File: config.mk
export PLATFORM = sky130hd
export DESIGN_NAME = stream_demux
export DESIGN_NICKNAME = d
export VERILOG_FILES = /design/src/rtl/stream_demux_pkg.sv /design/src/rtl/demux_slot.sv /design/src/rtl/stream_demux.sv
export SDC_FILE = /design/constraint.sdc
export NUM_CORES = 1
export LEC_CHECK = 0
export ABC_AREA = 1
export BUFFER_PORTS_ARGS = -buffer_cell sky130_fd_sc_hd__buf_4
export CAP_MARGIN = 20
export CELL_PAD_IN_SITES_DETAIL_PLACEMENT = 1
export CELL_PAD_IN_SITES_GLOBAL_PLACEMENT = 2
export CORE_MARGIN = 3
export CORE_UTILIZATION = 25
export DETAILED_ROUTE_END_ITERATION = 8
export PLACE_DENSITY_LB_ADDON = 0.1
export REMOVE_ABC_BUFFERS = 1
export SLEW_MARGIN = 20
export SYNTH_ARGS = -nofsm -noshare
export SYNTH_HDL_FRONTEND = slang
export SYNTH_SLANG_ARGS = --single-unit
File: constraint.sdc
create_clock -name CLK -period 1.66 [get_ports CLK]
set_input_delay 0 -clock CLK [delete_from_list [all_inputs] [get_ports CLK]]
set_output_delay 0 -clock CLK [all_outputs]
set_load 0.01 [all_outputs]
File: src/rtl/stream_demux_pkg.sv
// Shared constants and helpers for the 1-to-N stream demultiplexer.
// Kept separate so channel-count math is identical everywhere.
package stream_demux_pkg;

    localparam int DEFAULT_N = 8;
    localparam int DEFAULT_W = 8;

    function automatic int sel_width(input int n);
        return ($clog2(n) < 1) ? 1 : $clog2(n);
    endfunction

endpackage

File: src/rtl/demux_slot.sv
// One-entry registered output slot with valid/ready drain.
// A load on a draining edge wins, so the slot refills without a bubble.
module demux_slot
    import stream_demux_pkg::*;
#(
    parameter int W = DEFAULT_W
) (
    input  logic         CLK,
    input  logic         nRST,
    input  logic         load,
    input  logic [W-1:0] load_data,
    input  logic         out_ready,
    output logic         out_valid,
    output logic [W-1:0] out_data,
    output logic         free
);

    logic         valid_q, valid_d;
    logic [W-1:0] data_q, data_d;

    always_ff @(posedge CLK or negedge nRST) begin
        if (!nRST) begin
            valid_q <= 1'b0;
            data_q  <= '0;
        end else begin
            valid_q <= valid_d;
            data_q  <= data_d;
        end
    end

    always_comb begin
        valid_d = valid_q;
        data_d  = data_q;
        if (load) begin
            valid_d = 1'b1;
            data_d  = load_data;
        end else if (valid_q && out_ready) begin
            valid_d = 1'b0;
        end
    end

    assign free      = !valid_q || out_ready;
    assign out_valid = valid_q;
    assign out_data  = data_q;

endmodule

File: src/rtl/stream_demux.sv
// Parametrised 1-to-N stream demux with broadcast and a saturating
// counter for words addressed past the last channel.
module stream_demux
    import stream_demux_pkg::*;
#(
    parameter int N  = DEFAULT_N,
    parameter int W  = DEFAULT_W,
    parameter int CW = 8,
    localparam int SELW = sel_width(N)
) (
    input  logic            CLK,
    input  logic            nRST,
    input  logic [W-1:0]    IN_DATA,
    input  logic            IN_VALID,
    output logic            IN_READY,
    input  logic [SELW-1:0] SEL,
    input  logic            BCAST,
    output logic [N*W-1:0]  OUT_DATA,
    output logic [N-1:0]    OUT_VALID,
    input  logic [N-1:0]    OUT_READY,
    output logic [CW-1:0]   DROP_CNT
);

    logic [N-1:0]  free;
    logic [N-1:0]  load;
    logic [31:0]   sel_ext;
    logic          in_range;
    logic          sel_free;
    logic          accept;
    logic          drop;
    logic [CW-1:0] drop_cnt_q, drop_cnt_d;

    // Widened so the range test stays meaningful when N is a power of two.
    assign sel_ext  = 32'(SEL);
    assign in_range = sel_ext < 32'(N);

    always_comb begin
        sel_free = 1'b0;
        for (int i = 0; i < N; i++) begin
            if (sel_ext == 32'(i)) sel_free = free[i];
        end
    end

    always_comb begin
        if (BCAST)         IN_READY = &free;
        else if (in_range) IN_READY = sel_free;
        else               IN_READY = 1'b1;
    end

    assign accept = IN_VALID && IN_READY;
    assign drop   = accept && !BCAST && !in_range;

    always_comb begin
        load = '0;
        for (int i = 0; i < N; i++) begin
            load[i] = accept && (BCAST || sel_ext == 32'(i));
        end
    end

    for (genvar g = 0; g < N; g++) begin : g_slot
        demux_slot #(.W(W)) u_slot (
            .CLK       (CLK),
            .nRST      (nRST),
            .load      (load[g]),
            .load_data (IN_DATA),
            .out_ready (OUT_READY[g]),
            .out_valid (OUT_VALID[g]),
            .out_data  (OUT_DATA[g*W +: W]),
            .free      (free[g])
        );
    end

    always_ff @(posedge CLK or negedge nRST) begin
        if (!nRST) drop_cnt_q <= '0;
        else       drop_cnt_q <= drop_cnt_d;
    end

    always_comb begin
        drop_cnt_d = drop_cnt_q;
        if (drop && drop_cnt_q != '1) drop_cnt_d = drop_cnt_q + CW'(1);
    end

    assign DROP_CNT = drop_cnt_q;

endmodule

==> results.txt <==
status - complete, but fails checks
failing checks - negative setup slack
io pins - 104
Initial Util - 25.7%
largest net degree at the start of global routing - 73
fin crit share - 111%
Port-buffer cells - 95
Min Hold Slack - 0.0327 ns
Crit Path Max Fanout - 4
Sink Count - 72
setup clock skew after layout - 0.00766 ns
post-synth cell types - 16
post-route design area - 0.00510 mm^2
Critical Path Max Stage Delay - 0.39 ns
Num CTS Buffers - 9
vias - 2941
initial DRC count - 117
sw power - 2.15 mW
WP data required - 1.89 ns
Leak Pwr - 2.77 nW
slowest CP cell - dfrtp_1
Worst path most repeated cell - nand2_1
R2R Setup Slk - -0.19 ns
die height - 118 um
HP Class - in -> reg
power per cell area - 1340 mW/mm^2
total die area - 0.0138 mm^2
Peak supply drop - 0.472 mV
sequential share of power - 37.6%
std cell rows - 40
Seq/Total Area, Yosys - 57.8%
Nets - 558
Syn-to-layout area delta - 63.7%
DRT Pass-1 Iters - 4
Logic pwr share - 33.3%
htree depth - 3
Clock Power Share - 29.1%
Final min period - 1.85 ns
CP delay by family, top - simple AND/OR/NAND/NOR gates
Root Driver - clkbuf_16
CP bufs+invs - 4
routability-driven placement congestion ratio - 0.779
drt drc - 0
Switching Share - 31.6%
Crit path arrival time - 2.08 ns
final setup margin - -0.190 ns
Max Cap Viol - 0
CP Class - reg -> reg
GR Util All Layers - 16.0%
synth warn - 0
Final setup viols - 69
Syn Std Cell Area - 0.00312 mm^2
Final Hold Viols - 0
RSZ-0062 raised after global routing - true
P_int - 4.67 mW
Crit path depth - 14
hold depth - 5
crit path cell chain - nand2_2, nand3_2, nand2_1, nor2_1, nand2_1, nand2_1, nand4_1, buf_4, buf_6, buf_6, nand4_1, clkbuf_16, nand2_1, nand2_1
routed len/inst - 15.5 um
Total Routed Length - 11000 um
fin. max-slew vios - 0
flops & latches, synth - 72
crit path launch type - flip-flop
worst-case reg-to-reg path depth - 14
grt total ovfl - 0
antenna cells - 0
die width - 118 um
clk slew on worst S/H paths - 0.06 ns
first-pass GRT wire length - 17200 um
vias in the first global route - 3065
vias per inst - 4.15
initial antenna violation count - 0
Max Clk Rate - 0.541 GHz
fillcell total - 1460
Placed Area - 0.00421 mm^2
syn_area_per_cell - 8.01 um^2
antenna-violating nets left - 0
detailed-placement wirelength estimate - 6940 um
CORE AREA - 0.0121 mm^2
CTS tree - yes
dpl ws - -0.223 ns
critical path endpoint category - flip-flop
share of cells above drive strength 1 - 40.7%
CTS max path bufs - 2
Mapped Cells - 389
latest clock arrival within the worst-skew pair - 0.34 ns
[sequential cells by signal (all words and copies together), names as in the netlist]
register / cells
g_slot.u_slot.out_data: 64
g_slot.u_slot.out_valid: 8
[worst min-delay path: stages]
cell and delay (ns):
buf_4 0.08, nor2_2 0.04, inv_1 0.07, buf_4 0.11, nand2_2 0.04
[per-stage QoR]
stage | TNS (ns) | power [mW] | util, % | cells
final | -7.16 | 6.82 | 42.1 | 708
after global routing | -20.22 | 7.29 | 42.1 | 708
after CTS | -4.73 | 6.72 | 39.8 | 696
after detailed placement | -10.03 | 4.54 | 34.8 | 661
after global placement | -8.68 | 4.52 | 34.8 | 661
after floorplan | -31.25 | 3.28 | - | 369
[final timing paths]
path | end | start
max reg2reg | g_slot[1].u_slot.out_data[4] | g_slot[0].u_slot.out_valid
min | g_slot[2].u_slot.out_valid | OUT_READY[2]
max | g_slot[1].u_slot.out_data[4] | g_slot[0].u_slot.out_valid
max in group asynchronous | g_slot[7].u_slot.out_data[5] | nRST
min in group asynchronous | g_slot[5].u_slot.out_data[3] | nRST
min reg2reg | g_slot[7].u_slot.out_data[3] | g_slot[7].u_slot.out_data[3]
[layout make-up]
cell class	instances	area, um^2	share of cell area (%)
clock buffers	13	260	5.10
clock inverters	3	40.0	0.785
inverters	30	115	2.26
multi-input cells	267	1280	25.1
flip-flops and latches	72	1800	35.3
well taps	168	210	4.12
repair buffers	155	1390	27.3
[cells in the mapped netlist]
master | n | area [um^2]
buf_4 | 16 | 120
a21oi_1 | 3 | 15.0
buf_1 | 9 | 33.8
dfrtp_1 | 72 | 1800
inv_1 | 29 | 109
nor3_1 | 3 | 15.0
clkbuf_1 | 1 | 3.75
inv_2 | 1 | 3.75
o21ai_0 | 1 | 5.00
buf_6 | 1 | 11.3
nand2_1 | 215 | 807
nand3_1 | 5 | 25.0
nand4_1 | 11 | 68.8
nor2_1 | 20 | 75.1
conb_1 | 1 | 3.75
nand3_4 | 1 | 17.5
[placed cells by master (no fill, tap or decap)]
cell / n
conb_1: 8
nand3_1: 3
buf_12: 9
nand3_4: 1
nand3_2: 2
nor2_2: 2
clkbuf_1: 2
nor2_4: 8
clkbuf_8: 2
buf_4: 124
dlygate4sd3_1: 10
nor2_1: 10
a21oi_2: 1
nand2_1: 173
inv_1: 25
dfrtp_1: 72
buf_6: 8
bufinv_16: 1
nand2_4: 8
nand4_1: 11
a21oi_1: 2
buf_8: 1
clkbuf_16: 12
nor3_1: 3
o21ai_1: 1
clkinv_2: 2
inv_4: 1
inv_2: 4
nand2_2: 34
[cells by family after synthesis]
kind of cell	after synthesis	share of synthesized area, %
buffers and inverters	57	9.04
AND/OR/NAND/NOR	255	32.4
other	1	0.120
flip-flops	72	57.8
AO/OA/AOI/OAI	4	0.642
[layer usage]
layer / wire length, um / global-route usage, %
met1: 5260 / 22.7
met2: 4970 / 23.5
met3: 539 / 4.32
met4: 195 / 5.35
met5: 0 / 0
[power by group through the flow]
stage	logic [mW]	clock network (mW)	registers [mW]
2_1_floorplan	0.539	0	2.74
3_3_place_gp	1.96	0	2.56
3_5_place_dp	1.99	0	2.56
4_1_cts	2.14	2.03	2.55
6_report	2.27	1.98	2.57
5_1_grt	2.51	2.14	2.64
[repair_timing]
item / in CTS / in global routing
setup endpoints to repair: 65 / 73
cloned: 2 / 2
pin swaps: 8 / 39
buffers inserted: 7 / 11
hold buffers: 10 / 0
endpoints found under the hold margin: 136 / 0
gates resized for setup: 40 / 49
Note: power is estimated with default switching activity, not from simulation.
